==> src/rtl/gamepad_pmod_pkg.sv <==
// -----------------------------------------------------------------------------
// gamepad_pmod_pkg
// Shared definitions for the gamepad Pmod link (transmitter and receiver).
//   state_t        : transmitter phase encoding
//   BTN_*          : bit positions of each button inside a 12-bit slot
//   BITS_PER_SLOT  : bits carried per controller
//   FRAME_BITS     : bits carried per frame (two slots)
//   ABSENT_SLOT    : slot value signalling "no controller connected"
//   slot_value()   : selects the slot content for one controller
// -----------------------------------------------------------------------------
package gamepad_pmod_pkg;

    typedef enum logic [2:0] {
        IDLE     = 3'd0,
        SHIFT_LO = 3'd1,
        SHIFT_HI = 3'd2,
        LATCH    = 3'd3,
        GAP      = 3'd4
    } state_t;

    localparam int BTN_B      = 11;
    localparam int BTN_Y      = 10;
    localparam int BTN_SELECT = 9;
    localparam int BTN_START  = 8;
    localparam int BTN_UP     = 7;
    localparam int BTN_DOWN   = 6;
    localparam int BTN_LEFT   = 5;
    localparam int BTN_RIGHT  = 4;
    localparam int BTN_A      = 3;
    localparam int BTN_X      = 2;
    localparam int BTN_L      = 1;
    localparam int BTN_R      = 0;

    localparam int                 BITS_PER_SLOT = 12;
    localparam int                 FRAME_BITS    = 24;
    localparam logic [BITS_PER_SLOT-1:0] ABSENT_SLOT = 12'hFFF;

    // A disconnected controller is sent as all-ones so the receiver can
    // tell it apart from a connected pad with nothing pressed.
    function automatic logic [BITS_PER_SLOT-1:0] slot_value(
        input logic                     present,
        input logic [BITS_PER_SLOT-1:0] buttons
    );
        return present ? buttons : ABSENT_SLOT;
    endfunction

endpackage

==> src/rtl/pmod_phase_timer.sv <==
// -----------------------------------------------------------------------------
// pmod_phase_timer
// Loadable down-counter that times one phase of the Pmod frame (half-bit,
// latch or gap). Loading N-1 gives a phase of N cycles; o_tc is high in the
// final cycle of the phase. The counter parks at zero when not reloaded.
// Ports:
//   clk        : system clock
//   rst_n      : synchronous active-low reset (count -> 0)
//   i_load     : load i_load_val this cycle (priority over counting)
//   i_load_val : value to load (phase length minus one)
//   o_count    : current count
//   o_tc       : terminal count, o_count == 0
// -----------------------------------------------------------------------------
module pmod_phase_timer #(
    parameter int W = 2
) (
    input  logic         clk,
    input  logic         rst_n,
    input  logic         i_load,
    input  logic [W-1:0] i_load_val,
    output logic [W-1:0] o_count,
    output logic         o_tc
);

    logic [W-1:0] r_count;

    always_ff @(posedge clk) begin
        if (!rst_n) begin
            r_count <= '0;
        end else if (i_load) begin
            r_count <= i_load_val;
        end else if (r_count != '0) begin
            r_count <= r_count - W'(1);
        end
    end

    assign o_count = r_count;
    assign o_tc    = (r_count == '0);

endmodule

==> src/rtl/gamepad_pmod_tx.sv <==
// -----------------------------------------------------------------------------
// gamepad_pmod_tx
// Transmit end of the gamepad Pmod link. Serialises two 12-bit controller
// states MSB first on pmod_clk/pmod_data, then strobes pmod_latch, then idles
// for a gap. Frame length = 48*HALF_BIT + LATCH_CYC + GAP_CYC cycles.
// All outputs are registered.
// Optional build macro GAMEPAD_TX_AUTO_EN: adds a free-running period
// counter that starts a frame every FRAME_PERIOD cycles.
// Ports:
//   clk, rst_n           : system clock, synchronous active-low reset
//   buttons1, present1   : controller 1 state (1=pressed) and connect flag
//   buttons2, present2   : controller 2 state and connect flag
//   send                 : one-cycle frame request (ignored while busy)
//   busy                 : frame in progress, acceptance through gap
//   done                 : pulse in the last gap cycle
//   pmod_latch/clk/data  : serial link to the receiver
// -----------------------------------------------------------------------------
module gamepad_pmod_tx
    import gamepad_pmod_pkg::*;
#(
    parameter int HALF_BIT     = 4,
    parameter int LATCH_CYC    = 4,
    parameter int GAP_CYC      = 8,
    parameter int FRAME_PERIOD = 416667
) (
    input  logic        clk,
    input  logic        rst_n,
    input  logic [11:0] buttons1,
    input  logic        present1,
    input  logic [11:0] buttons2,
    input  logic        present2,
    input  logic        send,
    output logic        busy,
    output logic        done,
    output logic        pmod_latch,
    output logic        pmod_clk,
    output logic        pmod_data
);

    localparam int MAX_HL  = (HALF_BIT > LATCH_CYC) ? HALF_BIT : LATCH_CYC;
    localparam int MAX_CYC = (MAX_HL > GAP_CYC) ? MAX_HL : GAP_CYC;
    localparam int DIV_W   = ($clog2(MAX_CYC) < 1) ? 1 : $clog2(MAX_CYC);

    localparam logic [DIV_W-1:0] LD_HALF  = DIV_W'(HALF_BIT - 1);
    localparam logic [DIV_W-1:0] LD_LATCH = DIV_W'(LATCH_CYC - 1);
    localparam logic [DIV_W-1:0] LD_GAP   = DIV_W'(GAP_CYC - 1);

    state_t                  r_state;
    logic [FRAME_BITS-1:0]   r_word;
    logic [4:0]              r_idx;
    logic                    r_busy;
    logic                    r_done;
    logic                    r_latch;
    logic                    r_pclk;
    logic                    r_pdata;

    logic                    w_start;
    logic                    w_accept;
    logic [FRAME_BITS-1:0]   w_word_next;
    logic [4:0]              w_idx_dec;
    logic                    w_load;
    logic [DIV_W-1:0]        w_load_val;
    logic [DIV_W-1:0]        w_count;
    logic                    w_tc;

`ifdef GAMEPAD_TX_AUTO_EN
    localparam int PER_W = ($clog2(FRAME_PERIOD) < 1) ? 1 : $clog2(FRAME_PERIOD);

    logic [PER_W-1:0] r_period_cnt;
    logic             w_auto_fire;

    assign w_auto_fire = (r_period_cnt == PER_W'(FRAME_PERIOD - 1));

    // Free-running; a tick that lands while a frame is in flight is dropped.
    always_ff @(posedge clk) begin
        if (!rst_n) begin
            r_period_cnt <= '0;
        end else if (w_auto_fire) begin
            r_period_cnt <= '0;
        end else begin
            r_period_cnt <= r_period_cnt + PER_W'(1);
        end
    end

    assign w_start = send | w_auto_fire;
`else
    logic w_unused_period;
    assign w_unused_period = (FRAME_PERIOD > 0);
    assign w_start         = send;
`endif

    assign w_accept    = (r_state == IDLE) && w_start;
    assign w_word_next = {slot_value(present2, buttons2), slot_value(present1, buttons1)};
    assign w_idx_dec   = r_idx - 5'd1;

    // Phase timer reload: each phase loads its length on entry.
    always_comb begin
        w_load     = 1'b0;
        w_load_val = LD_HALF;
        case (r_state)
            IDLE: begin
                w_load     = w_accept;
                w_load_val = LD_HALF;
            end
            SHIFT_LO: begin
                w_load     = w_tc;
                w_load_val = LD_HALF;
            end
            SHIFT_HI: begin
                w_load     = w_tc;
                w_load_val = (r_idx != 5'd0) ? LD_HALF : LD_LATCH;
            end
            LATCH: begin
                w_load     = w_tc;
                w_load_val = LD_GAP;
            end
            default: begin
                w_load     = 1'b0;
                w_load_val = LD_HALF;
            end
        endcase
    end

    pmod_phase_timer #(
        .W (DIV_W)
    ) u_timer (
        .clk        (clk),
        .rst_n      (rst_n),
        .i_load     (w_load),
        .i_load_val (w_load_val),
        .o_count    (w_count),
        .o_tc       (w_tc)
    );

    always_ff @(posedge clk) begin
        if (!rst_n) begin
            r_state <= IDLE;
            r_idx   <= 5'd0;
            r_busy  <= 1'b0;
            r_done  <= 1'b0;
            r_latch <= 1'b0;
            r_pclk  <= 1'b0;
            r_pdata <= 1'b0;
        end else begin
            r_done <= 1'b0;
            case (r_state)
                IDLE: begin
                    if (w_accept) begin
                        r_word  <= w_word_next;
                        r_idx   <= 5'(FRAME_BITS - 1);
                        r_busy  <= 1'b1;
                        r_pclk  <= 1'b0;
                        r_pdata <= w_word_next[FRAME_BITS-1];
                        r_state <= SHIFT_LO;
                    end
                end
                SHIFT_LO: begin
                    if (w_tc) begin
                        r_pclk  <= 1'b1;
                        r_state <= SHIFT_HI;
                    end
                end
                SHIFT_HI: begin
                    if (w_tc) begin
                        // Data only moves together with the falling clock edge.
                        r_pclk <= 1'b0;
                        if (r_idx != 5'd0) begin
                            r_idx   <= w_idx_dec;
                            r_pdata <= r_word[w_idx_dec];
                            r_state <= SHIFT_LO;
                        end else begin
                            r_pdata <= 1'b0;
                            r_latch <= 1'b1;
                            r_state <= LATCH;
                        end
                    end
                end
                LATCH: begin
                    if (w_tc) begin
                        r_latch <= 1'b0;
                        // A one-cycle gap is its own last cycle.
                        r_done  <= (GAP_CYC == 1);
                        r_state <= GAP;
                    end
                end
                GAP: begin
                    if (w_tc) begin
                        r_busy  <= 1'b0;
                        r_state <= IDLE;
                    end else begin
                        r_done <= (w_count == DIV_W'(1));
                    end
                end
                default: begin
                    r_busy  <= 1'b0;
                    r_latch <= 1'b0;
                    r_pclk  <= 1'b0;
                    r_pdata <= 1'b0;
                    r_state <= IDLE;
                end
            endcase
        end
    end

    assign busy       = r_busy;
    assign done       = r_done;
    assign pmod_latch = r_latch;
    assign pmod_clk   = r_pclk;
    assign pmod_data  = r_pdata;

endmodule
==> config.mk <==
export PLATFORM = sky130hd
export DESIGN_NAME = gamepad_pmod_tx
export DESIGN_NICKNAME = d
export VERILOG_FILES = /design/src/rtl/gamepad_pmod_pkg.sv /design/src/rtl/pmod_phase_timer.sv /design/src/rtl/gamepad_pmod_tx.sv
export SDC_FILE = /design/constraint.sdc
export NUM_CORES = 1
export LEC_CHECK = 0
export CORE_MARGIN = 2
export CORE_UTILIZATION = 47
export CTS_CLUSTER_DIAMETER = 100
export DETAILED_ROUTE_END_ITERATION = 10
export GPL_ROUTABILITY_DRIVEN = 0
export PLACE_DENSITY = 0.73
export SYNTH_ARGS = -nofsm -noshare
export SYNTH_HDL_FRONTEND = slang
export SYNTH_HIERARCHICAL = 1
export SYNTH_SLANG_ARGS = --single-unit
export TNS_END_PERCENT = 1
==> constraint.sdc <==
create_clock -name clk -period 2 [get_ports clk]
set_input_delay 0.4 -clock clk [delete_from_list [all_inputs] [get_ports clk]]
set_output_delay 0.4 -clock clk [all_outputs]
set_load 0.02 [all_outputs]
==> qor.csv <==
metric;value;unit
syn_area;2000;um^2
worstPathMaxFanout;7;
layout_commonest_cell;clkdlybuf4s50_1;
status;finished clean;
cts_made_buffers;5;
netlist_instances;177;
fillers;333;
num_antenna_cells;0;
drv_cap;0;
cts-root-buf;clkbuf_8;
die-area;4800;um^2
drive_gt1_frac;0.161;
p_total;2800;uW
port_buffers;33;
fmax;528;MHz
drcViolationCount;0;
grt_max_degree;25;
grt.overflow.total;0;
row_count;23;
boundaryPins;34;
synthArstFlopShare;0;
initial_core_util;0.494;
die_x;69.3;um
leakage;0.000904;uW
wl_per_cell;14.0;um
drt_wl_total;3760;um
ys_seq_elements;40;
yosysSeqAreaShare;0.519;
syn-mean-instance-area;11.3;um^2
vias;1437;
coreArea;4060;um^2
final_cell_mix;33 x clkdlybuf4s50_1, 27 x nand2b_1, 24 x edfxtp_1;
cts_tree;yes;
fin_crit_sh;0.947;
grt_pass1_vias;1410;
arrival;2100;ps
skew;3.83;ps
end_kind;flip-flop;
cp.required;2200;ps
nNetsFinal;249;
syn_to_final_growth;27.2;%
hold_violations;0;
hp-class;reg -> reg;
clk_pin_slew;80;ps
dp_hpwl;2780;um
antenna_found_initial;0;
clockBufferDepth;2;
cts_hold_buf;0;
worstSetupStartpointType;flip-flop;
ir_worst_vdd;0.555;mV
crit_type;reg -> reg;
clock_sinks;40;
post-route-util;0.628;
htree_levels;2;
p_per_area;1100;nW/um^2
clock_latency;290;ps
synth_edf_count;24;
ant_nets;0;
setup_viol;0;
dpl.cell_count;259;
synth_cell_types;49;
layout_min_cycle_time;1890;ps
grt_pass1_wl;6340;um
track_usage;0.167;
viasPerCell;5.36;
synth_flop_cell;edfxtp_1;
layout.cells.non_filler;268;
die_y;69.3;um
dr.pass1.iters;4;
drt_iter0_drc;118;
multiInputGateArea;920;um^2
yosysWarnings;6;
seqCellArea;1040;um^2
maxSlewViolCount;0;
==> power breakdown <==
group	switching, uW	internal [uW]	total, uW
Sequential	123	1010	1130
Combinational	544	595	1140
Clock	283	243	526
==> per-stage QoR <==
step                TNS [ps]  hold WS [ps]  area [um^2]  setup WS [ps]
detailed placement         0           455         2420           42.6
global placement           0           441         2420            103
floorplan                  0           420         2010           1.55
global route           -5.07           476         2550          -5.07
CTS                        0           469         2510           20.9
finish                     0           471         2550            106
==> final timing paths <==
kind	start	depth (start not counted)	to	slack, ps
setup / recovery	r_idx[0]	6	pmod_data	110
hold / removal	u_timer/o_count[1]	1	done	470
setup reg to reg	r_idx[0]	6	pmod_data	110
hold reg to reg	u_timer/o_count[1]	1	done	470
==> Yosys cell counts (2+ instances only) <==
cell type  instances  area, um^2
a2111oi_1          2        20.0
a211oi_1           2        15.0
a21oi_1            9        45.0
a22oi_1            2        15.0
a31oi_1            2        12.5
and3_1             2        12.5
clkbuf_1           6        22.5
dfxtp_1           16         320
edfxtp_1          24         721
ha_1               3        37.5
inv_1              9        33.8
mux2i_1            2        20.0
mux4_2             6         135
nand2_1            6        22.5
nand2b_1          27         169
nand3_1            3        15.0
nor2_1            11        41.3
nor2b_1            5        31.3
nor2b_2            2        17.5
nor3_1             2        10.0
nor4b_1            2        17.5
o21a_1             2        15.0
o21ai_0            6        30.0
==> state kept, by name, indices dropped and copies added, names as in the netlist <==
name,count
r_state,3
u_timer/o_count,3
pmod_data,1
pmod_clk,1
busy,1
done,1
r_idx,5
r_word,24
pmod_latch,1
==> logic make-up (layout without fill, tap and decap cells) <==
logic type	Yosys count	in the layout	share of synthesized area
DFF	40	40	0.519
and+or+nand+nor	69	69	0.205
AOI/OAI and AO/OA	35	35	0.122
adders and majority gates	3	3	0.0187
other	1	2	0.00187
muxes	9	9	0.0830
buffers and inverters	18	58	0.0374
xor gates and xnor gates	2	2	0.0125
==> per-layer routing <==
layer  global-route usage  vias to the layer above  routed length [um]
met4               0.0719                        0                  51
met1                0.218                      664                1720
met5                    0                        -                   0
met2                0.262                       43                1790
met3               0.0436                        6                 196
li1                     -                      724                   -
==> layout make-up <==
type | instances | area share
sequential | 40 | 0.409
tap | 50 | 0.0245
multi-input combinational | 120 | 0.361
inverter | 10 | 0.0147
timing repair buffer | 40 | 0.157
clock buffer | 5 | 0.0270
clock inverter | 3 | 0.00736
==> critical path, cell delays in order (launching register included) <==
cell and delay [ps]:
dfxtp_2 340, buf_6 140, or3_4 420, xnor2_2 170, a31o_2 250, a211o_1 270, a221oi_2 220
==> timing repair <==
action                     in CTS  in global routing
setup endpoints to repair       0                  7
setup buffers                   0                  1
resized for setup               0                  9
No activity file was read; power rests on OpenSTA's default activity.
